<file path="src/rtl/intc_pkg.sv">
// ============================================================================
// Module   : intc_pkg
// Purpose  : Shared constants, state encoding and helpers for the intc block.
// Revision : 1.0 - initial release
// ============================================================================
`default_nettype none

package intc_pkg;

    localparam int NSRC = 6;
    localparam int IDW  = 3;

    localparam logic [1:0] A_CTRL = 2'd0;
    localparam logic [1:0] A_MASK = 2'd1;
    localparam logic [1:0] A_PEND = 2'd2;
    localparam logic [1:0] A_STAT = 2'd3;

    localparam int CTRL_EN      = 0;
    localparam int CTRL_EDGE_LO = 8;
    localparam int CTRL_EDGE_HI = 13;

    typedef enum logic [0:0] {
        S_IDLE = 1'b0,
        S_REQ  = 1'b1
    } state_t;

    function automatic logic [NSRC-1:0] onehot(input logic [IDW-1:0] id);
        return {{(NSRC-1){1'b0}}, 1'b1} << id;
    endfunction

endpackage

`default_nettype wire

</file>
<file path="src/rtl/intc_if.sv">
// ============================================================================
// Module   : intc_if
// Purpose  : Register bus, IRQ lines and CPU handshake of the intc block.
// Revision : 1.0 - initial release
// ============================================================================
`default_nettype none

interface intc_if;
    import intc_pkg::*;

    logic [1:0]      addr;
    logic            we;
    logic [31:0]     data_i;
    logic [31:0]     data_o;
    logic [NSRC-1:0] src;
    logic [NSRC-1:0] hwint_o;
    logic            ack_i;
    logic            eoi_i;

    modport master (
        output addr, we, data_i, src, ack_i, eoi_i,
        input  data_o, hwint_o
    );

    modport slave (
        input  addr, we, data_i, src, ack_i, eoi_i,
        output data_o, hwint_o
    );

endinterface

`default_nettype wire

</file>
<file path="src/rtl/intc_prio.sv">
// ============================================================================
// Module   : intc_prio
// Purpose  : Nesting-aware priority pick: lowest index wins, sources at or
//            below the highest-priority in-service source are blocked.
// Revision : 1.0 - initial release
// ============================================================================
`default_nettype none

module intc_prio
    import intc_pkg::*;
(
    input  logic [NSRC-1:0] cand,
    input  logic [NSRC-1:0] isr,
    output logic [NSRC-1:0] elig,
    output logic [IDW-1:0]  sel,
    output logic            any
);

    logic blocked;

    always_comb begin
        blocked = 1'b0;
        elig    = '0;
        for (int i = 0; i < NSRC; i++) begin
            blocked = blocked | isr[i];
            elig[i] = cand[i] & ~blocked;
        end
    end

    // Scan from the bottom up so the last hit is the lowest index.
    always_comb begin
        sel = '0;
        for (int i = NSRC - 1; i >= 0; i--) begin
            if (elig[i]) begin
                sel = IDW'(i);
            end
        end
    end

    assign any = |elig;

endmodule

`default_nettype wire

</file>
<file path="src/rtl/intc.sv">
// ============================================================================
// Module   : intc
// Purpose  : Six-source interrupt controller with mask, edge/level pending,
//            nested priority and ack/EOI handshake towards the CPU.
// Revision : 1.0 - initial release
// ============================================================================
`default_nettype none

module intc
    import intc_pkg::*;
(
    input  logic   clk,
    input  logic   reset,
    intc_if.slave  bus
);

    logic            en;
    logic [NSRC-1:0] edge_mode;
    logic [NSRC-1:0] mask;
    logic [NSRC-1:0] src_q;
    logic [NSRC-1:0] pend_edge;
    logic [NSRC-1:0] isr;
    logic [IDW-1:0]  cur_id;
    logic [NSRC-1:0] hwint;
    state_t          state;

    logic [NSRC-1:0] pend;
    logic [NSRC-1:0] pend_edge_next;
    logic [NSRC-1:0] w1c;
    logic [NSRC-1:0] cand;
    logic [NSRC-1:0] elig;
    logic [IDW-1:0]  sel;
    logic            any;
    logic [NSRC-1:0] isr_after_eoi;
    logic [NSRC-1:0] isr_next;

    state_t          state_next;
    logic [IDW-1:0]  cur_next;
    logic [NSRC-1:0] hwint_next;
    logic            ack_take;
    logic [NSRC-1:0] ack_vec;

    logic            wr_ctrl;
    logic            wr_mask;
    logic            wr_pend;
    logic [31:0]     rdata;
    logic            unused_data;

    assign wr_ctrl = bus.we && (bus.addr == A_CTRL);
    assign wr_mask = bus.we && (bus.addr == A_MASK);
    assign wr_pend = bus.we && (bus.addr == A_PEND);
    assign unused_data = &{1'b0, bus.data_i[31:14], bus.data_i[7:6]};

    // Level-mode bits follow the sampled line directly; only edge bits latch.
    assign pend = (edge_mode & pend_edge) | (~edge_mode & src_q);
    assign w1c  = wr_pend ? bus.data_i[NSRC-1:0] : '0;
    assign pend_edge_next = edge_mode & ((bus.src & ~src_q) | (pend_edge & ~(w1c | ack_vec)));

    assign cand = pend & mask & {NSRC{en}};

    intc_prio u_prio (
        .cand (cand),
        .isr  (isr),
        .elig (elig),
        .sel  (sel),
        .any  (any)
    );

    // EOI retires the highest-priority in-service bit before any ack sets a new one.
    assign isr_after_eoi = bus.eoi_i ? (isr & ~(isr & (~isr + {{(NSRC-1){1'b0}}, 1'b1}))) : isr;
    assign isr_next      = isr_after_eoi | ack_vec;

    always_ff @(posedge clk) begin
        if (!reset) begin
            en        <= 1'b0;
            edge_mode <= '0;
            mask      <= '0;
            src_q     <= '0;
            pend_edge <= '0;
            isr       <= '0;
        end else begin
            src_q     <= bus.src;
            pend_edge <= pend_edge_next;
            isr       <= isr_next;
            if (wr_ctrl) begin
                en        <= bus.data_i[CTRL_EN];
                edge_mode <= bus.data_i[CTRL_EDGE_HI:CTRL_EDGE_LO];
            end
            if (wr_mask) begin
                mask <= bus.data_i[NSRC-1:0];
            end
        end
    end

    always_ff @(posedge clk) begin
        if (!reset) begin
            state  <= S_IDLE;
            cur_id <= '0;
            hwint  <= '0;
        end else begin
            state  <= state_next;
            cur_id <= cur_next;
            hwint  <= hwint_next;
        end
    end

    // CUR_ID is frozen while requesting; newcomers wait for the return to IDLE.
    always_comb begin
        state_next = state;
        cur_next   = cur_id;
        case (state)
            S_IDLE: begin
                if (any) begin
                    state_next = S_REQ;
                    cur_next   = sel;
                end
            end
            S_REQ: begin
                if (bus.ack_i || !elig[cur_id]) begin
                    state_next = S_IDLE;
                end
            end
            default: state_next = S_IDLE;
        endcase
    end

    always_comb begin
        ack_take   = (state == S_REQ) && bus.ack_i;
        ack_vec    = ack_take ? onehot(cur_id) : '0;
        hwint_next = (state_next == S_REQ) ? onehot(cur_next) : '0;
    end

    always_comb begin
        rdata = '0;
        case (bus.addr)
            A_CTRL:  rdata = {18'b0, edge_mode, 7'b0, en};
            A_MASK:  rdata = {26'b0, mask};
            A_PEND:  rdata = {26'b0, pend};
            A_STAT:  rdata = {15'b0, (state == S_REQ), 5'b0, cur_id, 2'b0, isr};
            default: rdata = '0;
        endcase
    end

    assign bus.data_o  = rdata;
    assign bus.hwint_o = hwint;

endmodule

`default_nettype wire

</file>
<file path="src/flat_wrapper.sv">
// flat-port wrapper written by rule: the top's interface ports become plain ports
module intc_flat import intc_pkg::*;
  (clk, reset, bus_addr, bus_we, bus_data_i, bus_src, bus_ack_i, bus_eoi_i, bus_data_o, bus_hwint_o);
  intc_if bus_i ();
  input  logic clk;
  input  logic reset;
  input wire logic [$bits(bus_i.addr)-1:0] bus_addr;
  input wire logic [$bits(bus_i.we)-1:0] bus_we;
  input wire logic [$bits(bus_i.data_i)-1:0] bus_data_i;
  input wire logic [$bits(bus_i.src)-1:0] bus_src;
  input wire logic [$bits(bus_i.ack_i)-1:0] bus_ack_i;
  input wire logic [$bits(bus_i.eoi_i)-1:0] bus_eoi_i;
  output wire logic [$bits(bus_i.data_o)-1:0] bus_data_o;
  output wire logic [$bits(bus_i.hwint_o)-1:0] bus_hwint_o;
  assign bus_i.addr = bus_addr;
  assign bus_i.we = bus_we;
  assign bus_i.data_i = bus_data_i;
  assign bus_i.src = bus_src;
  assign bus_i.ack_i = bus_ack_i;
  assign bus_i.eoi_i = bus_eoi_i;
  assign bus_data_o = bus_i.data_o;
  assign bus_hwint_o = bus_i.hwint_o;
  intc u_core (.clk(clk), .reset(reset), .bus(bus_i));
endmodule
</file>
<file path="config.mk">
export PLATFORM = sky130hd
export DESIGN_NAME = intc_flat
export DESIGN_NICKNAME = d
export VERILOG_FILES = /design/src/rtl/intc_pkg.sv /design/src/rtl/intc_if.sv /design/src/rtl/intc_prio.sv /design/src/rtl/intc.sv /design/src/flat_wrapper.sv
export SDC_FILE = /design/constraint.sdc
export NUM_CORES = 1
export LEC_CHECK = 0
export BUFFER_PORTS_ARGS = -buffer_cell sky130_fd_sc_hd__buf_4
export CORE_ASPECT_RATIO = 1.2
export CORE_MARGIN = 8
export CORE_UTILIZATION = 40
export CTS_BUF_LIST = sky130_fd_sc_hd__clkbuf_8
export DETAILED_ROUTE_END_ITERATION = 10
export GPL_ROUTABILITY_DRIVEN = 0
export GPL_TIMING_DRIVEN = 0
export PLACE_DENSITY = 0.67
export REMOVE_ABC_BUFFERS = 1
export SYNTH_ARGS = -nofsm -noshare
export SYNTH_HDL_FRONTEND = slang
export SYNTH_SLANG_ARGS = --single-unit
</file>
<file path="constraint.sdc">
create_clock -name clk -period 2.7 [get_ports clk]
set_clock_uncertainty 0.15 [all_clocks]
set_input_delay 0.54 -clock clk [delete_from_list [all_inputs] [get_ports clk]]
set_output_delay 0.54 -clock clk [all_outputs]
set_load 0.02 [all_outputs]
</file>
==> flow_summary.toml, run 1 <==
[power]
clock_power_frac = 0.342
cellLeakagePower_nw = 1.08
cellInternalPower_uw = 875
share_of_total_power_in_sequential_cells = 0.536
p_sw_frac = 0.251
peakVddDrop_mv = 0.253
combinationalPowerShare = 0.122
total_switching_power_uw = 293
power_density_mw_per_mm2 = 448

[critical_path]
crit_type = "reg2out"
critPathCaptureType = "primary output"
critical_path_arrival_ps = 1780
setup_crit_start_kind = "flip-flop"
worst_ep_required_time_ps = 2010
regToRegStartpoint = "u_core.isr[0]$_SDFF_PN0_"
setup.worst_path.start = "u_core.edge_mode[0]$_SDFFE_PN0P_"
crit_path_max_fanout = 4

[grt]
global_route.overflow_total = 0
grt_start_max_net_pins = 40
grt_pass1_wl_um = 8920
antenna_found_initial = 0
first_global_vias = 1931
track_usage = 0.129

[synth]
syn_inst = 264
ys_warn_count = 0
postSynth.topFlopCell = "sky130_fd_sc_hd__dfxtp_1"
synth-edff-count = 0
synth_area_mm2 = 0.00224
ys_async_sr_fraction = 0
ys_seq_elements = 41
synth_cell_type_count = 42
seq_area_frac_synth = 0.367
avgSynthCellArea_um2 = 8.47

[place]
dp_hpwl_um = 4120
post-place-cells = 359
io_buffers = 43

[detailed_routing]
drc = 0
finalWirelength_um = 5360
viasPerCell = 5.04
wire_per_inst_um = 14.6
drt_iter0_drc = 82
dr_total_vias = 1843
drtPass1Iterations = 5
ant_nets = 0

[cts]
clock_path_buffers = 2
tritoncts = "done"
cts_num_sinks = 41
cts.repair_timing.setup_buffer_count = 0
cts_root_buffer = "sky130_fd_sc_hd__clkbuf_8"
htreeDepth = 2
numCtsBuffers = 5
worst_setup_hold_path_clk_slew_ps = 80
worstSkewPairLatency_ps = 290
post_cts_hold_buffer_count = 0
ctsResizeCount = 0

[sta]
finalWorstPathRequiredPeriod_ps = 2470
tightestPinTransition_ps = 554
report.final.setup_viol = 0
timing.fmax_mhz = 404
finalHoldViolations = 0
fin_setup_tns_ps = 0
final_max_slew_viol_count = 0
rsz0062_at_grt = "false"
period_share = 0.916
slew-limit-headroom = 0.629

[worst_hold_path]
worst_min_path_class = "in2reg"
hp-start = "bus_src[2]"

[cells_and_area]
layoutNonFillerInstCount = 366
final_nets = 347
diodes = 0
syn_to_final_growth_pct = 16.7
drive_gt1_frac = 0.222

[die]
ios = 83
die_y_um = 97.9
floorplan.rows = 30
dieArea_mm2 = 0.00825
placeableCoreArea_mm2 = 0.00552
die-width_um = 84.3
floorplan.initialDensity = 0.405

[run_status]
outcome = "finished, final reports clean"

[job]
drv.max_cap_violation_count = 0
-- power groups by stage --
stage                     clock network, mW  logic (mW)  registers, mW
after CTS                             0.410       0.143          0.626
final                                 0.400       0.143          0.626
after global routing                  0.428       0.157          0.627
after floorplan                           0      0.0806          0.637
after global placement                    0       0.141          0.639
after detailed placement                  0       0.143          0.640
-- state kept, by name, indices dropped and copies added (netlist names) --
signal	flops
u_core.mask	6
u_core.src_q	6
u_core.pend_edge	6
u_core.en	1
u_core.edge_mode	6
u_core.bus.hwint_o	6
u_core.state	1
u_core.cur_id	3
u_core.isr	6
-- worst paths after layout --
path                                            to  slack [ps]  depth (start not counted)
setup / recovery                     bus_data_o[0]         230                          3
hold / removal          u_core.src_q[2]$_SDFF_PN0_         310                          2
setup reg to reg  u_core.bus.hwint_o[0]$_SDFF_PP0_         340                          6
hold reg to reg     u_core.pend_edge[3]$_SDFF_PN0_         320                          2
-- critical path, cell delays in order, from the launching register on --
cell                      delay, ps
sky130_fd_sc_hd__dfxtp_1        390
sky130_fd_sc_hd__mux2_2         390
sky130_fd_sc_hd__mux4_1         530
sky130_fd_sc_hd__buf_4          180
-- metrics by stage --
| stage | util | instance area, um2 | hold slack (ps) | power, mW | worst slack [ps] |
|---|---|---|---|---|---|
| after floorplan | - | 2120 | 286 | 0.718 | 479 |
| after global placement | 0.457 | 2520 | 306 | 0.781 | 369 |
| after detailed placement | 0.457 | 2520 | 306 | 0.783 | 353 |
| after CTS | 0.473 | 2610 | 308 | 1.18 | 208 |
| after global routing | 0.473 | 2610 | 313 | 1.21 | 160 |
| final | 0.473 | 2610 | 310 | 1.17 | 226 |
-- Yosys cell counts, types with 2 or more instances --
library cell                n  share of area
sky130_fd_sc_hd__inv_1      7          0.012
sky130_fd_sc_hd__and3_1     3         0.0084
sky130_fd_sc_hd__nand2_1   50          0.084
sky130_fd_sc_hd__o21ai_0   10          0.022
sky130_fd_sc_hd__dfxtp_1   41           0.37
sky130_fd_sc_hd__o31ai_1    2         0.0067
sky130_fd_sc_hd__nor3b_1    3          0.010
sky130_fd_sc_hd__a31oi_1    2         0.0056
sky130_fd_sc_hd__nor2b_1   15          0.042
sky130_fd_sc_hd__nor2_1    15          0.025
sky130_fd_sc_hd__nand3b_1   2         0.0067
sky130_fd_sc_hd__a22o_1     4          0.016
sky130_fd_sc_hd__a21boi_0  14          0.047
sky130_fd_sc_hd__and3b_1    2         0.0078
sky130_fd_sc_hd__mux2i_1    7          0.031
sky130_fd_sc_hd__mux2_2    11          0.055
sky130_fd_sc_hd__a32oi_1    8          0.031
sky130_fd_sc_hd__a21o_1     4          0.013
sky130_fd_sc_hd__buf_4     19          0.064
sky130_fd_sc_hd__and2_1    13          0.036
sky130_fd_sc_hd__clkbuf_1  11          0.018
-- placed cells by master (no fill, tap or decap), types with 8 or more instances in the layout --
master,n
sky130_fd_sc_hd__and2_1,13
sky130_fd_sc_hd__a32oi_1,8
sky130_fd_sc_hd__conb_1,19
sky130_fd_sc_hd__buf_4,43
sky130_fd_sc_hd__a21boi_0,14
sky130_fd_sc_hd__o21ai_0,10
sky130_fd_sc_hd__dfxtp_1,41
sky130_fd_sc_hd__mux2_2,11
sky130_fd_sc_hd__nor2b_1,15
sky130_fd_sc_hd__inv_1,8
sky130_fd_sc_hd__nand2_1,50
sky130_fd_sc_hd__nor2_1,15
-- logic make-up (layout without fill, tap and decap cells) --
family	after synthesis	after routing	synth area share
and+or+nand+nor	112	112	0.257
AOI/OAI and AO/OA	54	54	0.182
DFF	41	41	0.367
buffers and inverters	37	57	0.0940
muxes	19	19	0.0985
other	1	19	0.00168
-- cell type report --
class                           count  area, um2
Fill cell                         560       2910
Timing Repair Buffer               43        323
Sequential cell                    41        821
Clock buffer                        6       82.6
Multi-Input combinational cell    204       1270
Inverter                            7       26.3
Tap cell                           64       80.1
Clock inverter                      1       3.75
-- per-layer routing --
| metal | up-vias | share of wire | wire length, um | global-route usage |
|---|---|---|---|---|
| li1 | 942 | - | - | - |
| met1 | 853 | 0.45 | 2400 | 0.143 |
| met2 | 43 | 0.50 | 2670 | 0.227 |
| met3 | 5 | 0.045 | 240 | 0.0383 |
| met4 | 0 | 0.0099 | 53 | 0.0413 |
| met5 | - | 0 | 0 | 0 |
Note: power is estimated with default switching activity, not from simulation.
==> run 2, diff against run 1 <==
--- a/config.mk
+++ b/config.mk
@@ -15,4 +15,5 @@
 export GPL_TIMING_DRIVEN = 0
 export PLACE_DENSITY = 0.67
+export RECOVER_POWER = 50
 export REMOVE_ABC_BUFFERS = 1
 export SYNTH_ARGS = -nofsm -noshare
--- a/constraint.sdc
+++ b/constraint.sdc
@@ -3,3 +3,3 @@
 set_input_delay 0.54 -clock clk [delete_from_list [all_inputs] [get_ports clk]]
 set_output_delay 0.54 -clock clk [all_outputs]
-set_load 0.02 [all_outputs]
+set_load 0.1 [all_outputs]
==> run 2 against run 1 <==
  * First-iteration DRC count decreased by 2.4%
  * Final cell count did not move
  * Utilization is 0.48 points lower
  * Critical endpoint unchanged
  * Largest cell class unchanged
==> flow_summary.toml, run 2 (synthesis results as in run 1) <==
[cts]
ctsResizeCount = 0
numCtsBuffers = 5
worst_setup_hold_path_clk_slew_ps = 80
cts.repair_timing.setup_buffer_count = 0
worstSkewPairLatency_ps = 290
cts_num_sinks = 41
post_cts_hold_buffer_count = 0
htreeDepth = 2
clock_path_buffers = 2
tritoncts = "done"
cts_root_buffer = "sky130_fd_sc_hd__clkbuf_8"

[grt]
grt_start_max_net_pins = 40
first_global_vias = 1931
grt_pass1_wl_um = 8920
track_usage = 0.129
global_route.overflow_total = 0
antenna_found_initial = 0

[sta]
timing.fmax_mhz = 392
finalWorstPathRequiredPeriod_ps = 2550
finalHoldViolations = 0
period_share = 0.945
finalHoldWorstSlack_ps = 310
final_max_slew_viol_count = 0
report.final.setup_viol = 0
rsz0062_at_grt = "false"
fin_ws_ps = 148
slew-limit-headroom = 0.0249
tightestPinTransition_ps = 1460

[cells_and_area]
final.fill_count = 570
layoutNonFillerInstCount = 366
mostFrequentLayoutCell = "sky130_fd_sc_hd__nand2_1"
drive_gt1_frac = 0.199
final_nets = 347
diodes = 0
final_core_util = 0.468
final-seq-area_um2 = 821
multi_input_area_mm2 = 0.00127
syn_to_final_growth_pct = 15.5
most-common-layout-cells = "sky130_fd_sc_hd__nand2_1, sky130_fd_sc_hd__dfxtp_1, sky130_fd_sc_hd__buf_4, sky130_fd_sc_hd__conb_1"

[detailed_routing]
ant_nets = 0
dr_total_vias = 1840
drc = 0
viasPerCell = 5.03
finalWirelength_um = 5370
drtPass1Iterations = 5
wire_per_inst_um = 14.7
drt_iter0_drc = 80

[worst_hold_path]
worstHoldPathCells = 2
hold-path-endpoint = "u_core.src_q[2]$_SDFF_PN0_"
hp-start = "bus_src[2]"
worst_min_path_class = "in2reg"

[critical_path]
crit-reg2reg-capture = "u_core.bus.hwint_o[0]$_SDFF_PP0_"
timing.reg2reg.worst_path_depth = 6
worst_ep_required_time_ps = 2010
setup_crit_start_kind = "flip-flop"
crit_path_max_fanout = 4
critical_path_arrival_ps = 1860
crit_type = "reg2out"
reg2reg_slack_ps = 340
critPathCaptureType = "primary output"
regToRegStartpoint = "u_core.isr[0]$_SDFF_PN0_"

[place]
dp_hpwl_um = 4120
placement.setup.worst_slack_ps = 342
post-place-cells = 359
io_buffers = 43

[die]
ios = 83
floorplan.initialDensity = 0.405
dieArea_mm2 = 0.00825
die_y_um = 97.9
floorplan.rows = 30
placeableCoreArea_mm2 = 0.00552
die-width_um = 84.3

[power]
post-layout-total-power_mw = 1.29
power_density_mw_per_mm2 = 499
cellLeakagePower_nw = 1.05
peakVddDrop_mv = 0.253

[job]
drv.max_cap_violation_count = 0

[run_status]
outcome = "finished, final reports clean"
run 2: cell types whose count changed in the layout (fill, tap and decap cells not counted), sizes merged:
cell and change:
buf -7, clkbuf +7
run 2: critical path: stages, from the launching register on:
cell	delay, ps
sky130_fd_sc_hd__dfxtp_1	390
sky130_fd_sc_hd__mux2_2	390
sky130_fd_sc_hd__mux4_1	530
sky130_fd_sc_hd__buf_4	250
run 2: worst max-delay path by stage:
| stage | cells past startpoint | to | start |
|---|---|---|---|
| 2_1_floorplan | 3 | bus_data_o[1] | u_core.edge_mode[1]$_SDFFE_PN0P_ |
| 3_3_place_gp | 4 | bus_data_o[9] | bus_addr[0] |
| 3_5_place_dp | 4 | bus_data_o[9] | bus_addr[0] |
| 4_1_cts | 3 | bus_data_o[0] | u_core.edge_mode[0]$_SDFFE_PN0P_ |
| 5_1_grt | 3 | bus_data_o[0] | u_core.edge_mode[0]$_SDFFE_PN0P_ |
| 6_report | 3 | bus_data_o[0] | u_core.edge_mode[0]$_SDFFE_PN0P_ |
run 2: area by class of cell:
cell class	instances	area share
Timing Repair Buffer	43	0.115
Multi-Input combinational cell	204	0.493
Clock buffer	6	0.0320
Tap cell	64	0.0310
Inverter	7	0.0102
Clock inverter	1	0.00145
Sequential cell	41	0.318
run 2: per-stage QoR:
stage / cell area (um2) / TNS [ps]
2_1_floorplan: 2120 / -3450
6_report: 2580 / 0
3_5_place_dp: 2520 / 0
3_3_place_gp: 2520 / 0
4_1_cts: 2610 / 0
5_1_grt: 2580 / 0
run 2: per-layer routing:
| layer | GRT usage | vias up | wire (um) |
|---|---|---|---|
| met4 | 0.0413 | 0 | 53 |
| met3 | 0.0383 | 5 | 237 |
| met5 | 0 | - | 0 |
| met1 | 0.143 | 852 | 2410 |
| li1 | - | 942 | - |
| met2 | 0.227 | 41 | 2670 |
run 2: power by group:
| group | internal, mW | total (mW) | switching, mW | leakage [nW] |
|---|---|---|---|---|
| sequential | 0.617 | 0.626 | 0.00920 | 0.333 |
| clock | 0.199 | 0.400 | 0.201 | 0.0485 |
| combinational | 0.0596 | 0.262 | 0.202 | 0.672 |
| total | 0.875 | 1.29 | 0.413 | 1.05 |
==> run 3, diff against run 2 <==
CELL_PAD_IN_SITES_DETAIL_PLACEMENT = 0   (was unset)
CELL_PAD_IN_SITES_GLOBAL_PLACEMENT = 1   (was unset)
CORE_ASPECT_RATIO = 0.75   (was 1.2)
CORE_UTILIZATION = 37   (was 40)
PLACE_DENSITY = unset   (was 0.67)
PLACE_DENSITY_LB_ADDON = 0.1   (was unset)
==> run 3 against run 2 <==
  * First-iteration DRC count is 20% higher
  * Routed wire length increased by 11%
  * Setup slack got worse by 2.6 ps
  * Largest power group unchanged
  * Critical endpoint unchanged
  * Global-route usage is 0.40 points higher
  * Count of clock-buffer cells in the layout unchanged
  * Sequential power barely moved
  * Critical path type unchanged
==> flow_summary.toml, run 3 (synthesis results as in run 1) <==
[grt]
global_route.overflow_total = 0
antenna_found_initial = 0
track_usage = 0.133
grt-busiest-layer = "met1"
first_global_vias = 1776
grt_pass1_wl_um = 9640
grt_util_met1 = 0.198
globalRouteMet2Util = 0.178
grt_util_met3 = 0.0386
grt_start_max_net_pins = 40

[cells_and_area]
cell_area_after_layout_mm2 = 0.00263
mostFrequentLayoutCell = "sky130_fd_sc_hd__nand2_1"
syn_to_final_growth_pct = 17.6
final_nets = 347
drive_gt1_frac = 0.201
diodes = 0
most-common-layout-cells = "sky130_fd_sc_hd__nand2_1, sky130_fd_sc_hd__dfxtp_1, sky130_fd_sc_hd__buf_4, sky130_fd_sc_hd__conb_1"
layoutNonFillerInstCount = 381

[critical_path]
worst_ep_required_time_ps = 2010
critPathCaptureType = "primary output"
crit_type = "reg2out"
critical_path_arrival_ps = 1860
setup_crit_start_kind = "flip-flop"
crit_path_max_fanout = 4

[cts]
cts.repair_timing.setup_buffer_count = 0
numCtsBuffers = 5
cts_num_sinks = 41
htreeDepth = 2
cts_root_buffer = "sky130_fd_sc_hd__clkbuf_8"
ctsResizeCount = 0
worst_setup_hold_path_clk_slew_ps = 80
worstSkewPairLatency_ps = 290
clock_path_buffers = 2
post_cts_hold_buffer_count = 0
tritoncts = "done"

[die]
die-width_um = 106
die_y_um = 83.3
ios = 83
floorplan.initialDensity = 0.384
floorplan.rows = 24
dieArea_mm2 = 0.00881
placeableCoreArea_mm2 = 0.00583

[place]
dp_hpwl_um = 4480
io_buffers = 43
place_area_mm2 = 0.00254
placement.setup.worst_slack_ps = 340
post-place-cells = 373

[detailed_routing]
ant_nets = 0
wire_per_inst_um = 15.6
drtPass1Iterations = 4
drt_iter0_drc = 96
dr_total_vias = 1840
viasPerCell = 4.83
drc = 0
finalWirelength_um = 5960

[sta]
fin_setup_tns_ps = 0
fin_ws_ps = 145
final_max_slew_viol_count = 0
report.final.setup_viol = 0
timing.fmax_mhz = 391
slew-limit-headroom = 0.00894
tightestPinTransition_ps = 1490
rsz0062_at_grt = "false"
finalHoldViolations = 0
finalWorstPathRequiredPeriod_ps = 2550
period_share = 0.946

[power]
peakVddDrop_mv = 0.193
cellLeakagePower_nw = 1.07
power_density_mw_per_mm2 = 533

[run_status]
outcome = "finished, final reports clean"

[worst_hold_path]
worst_min_path_class = "in2reg"

[job]
drv.max_cap_violation_count = 0
## run 3: final cells by class
type	count	area, um2
Clock buffer	6	82.6
Inverter	7	26.3
Clock inverter	2	33.8
Tap cell	78	97.6
Timing Repair Buffer	43	297
Fill cell	632	3200
Sequential cell	41	821
Multi-Input combinational cell	204	1270
## run 3: worst paths after layout
| check | startpoint | to | slack [ps] | cells past startpoint |
|---|---|---|---|---|
| max | u_core.edge_mode[0]$_SDFFE_PN0P_ | bus_data_o[0] | 150 | 3 |
| min | bus_src[0] | u_core.src_q[0]$_SDFF_PN0_ | 310 | 2 |
| max reg2reg | u_core.isr[0]$_SDFF_PN0_ | u_core.bus.hwint_o[2]$_SDFF_PP0_ | 300 | 6 |
| min reg2reg | u_core.edge_mode[4]$_SDFFE_PN0P_ | u_core.pend_edge[4]$_SDFF_PN0_ | 320 | 2 |
## run 3: critical path: stages, from the launching register on
cell and delay, ps:
sky130_fd_sc_hd__dfxtp_1 430, sky130_fd_sc_hd__mux2_2 380, sky130_fd_sc_hd__mux4_1 510, sky130_fd_sc_hd__buf_4 250
## run 3: routing by layer
| layer | vias to the layer above | part of all wire |
|---|---|---|
| met5 | - | 0 |
| met4 | 0 | 0.0064 |
| met3 | 4 | 0.049 |
| met2 | 50 | 0.40 |
| met1 | 840 | 0.55 |
| li1 | 946 | - |
## run 3: power breakdown
part           total (mW)  internal [mW]  switching [mW]
sequential          0.627          0.616          0.0101
clock               0.511          0.298           0.213
combinational       0.263         0.0597           0.204
## run 3: through the flow
stage / power, mW / util / hold WS, ps
finish: 1.40 / 0.451 / 313
global route: 1.46 / 0.451 / 303
CTS: 1.41 / 0.456 / 307
detailed placement: 0.903 / 0.436 / 313
global placement: 0.903 / 0.436 / 318
floorplan: 0.836 / - / 286
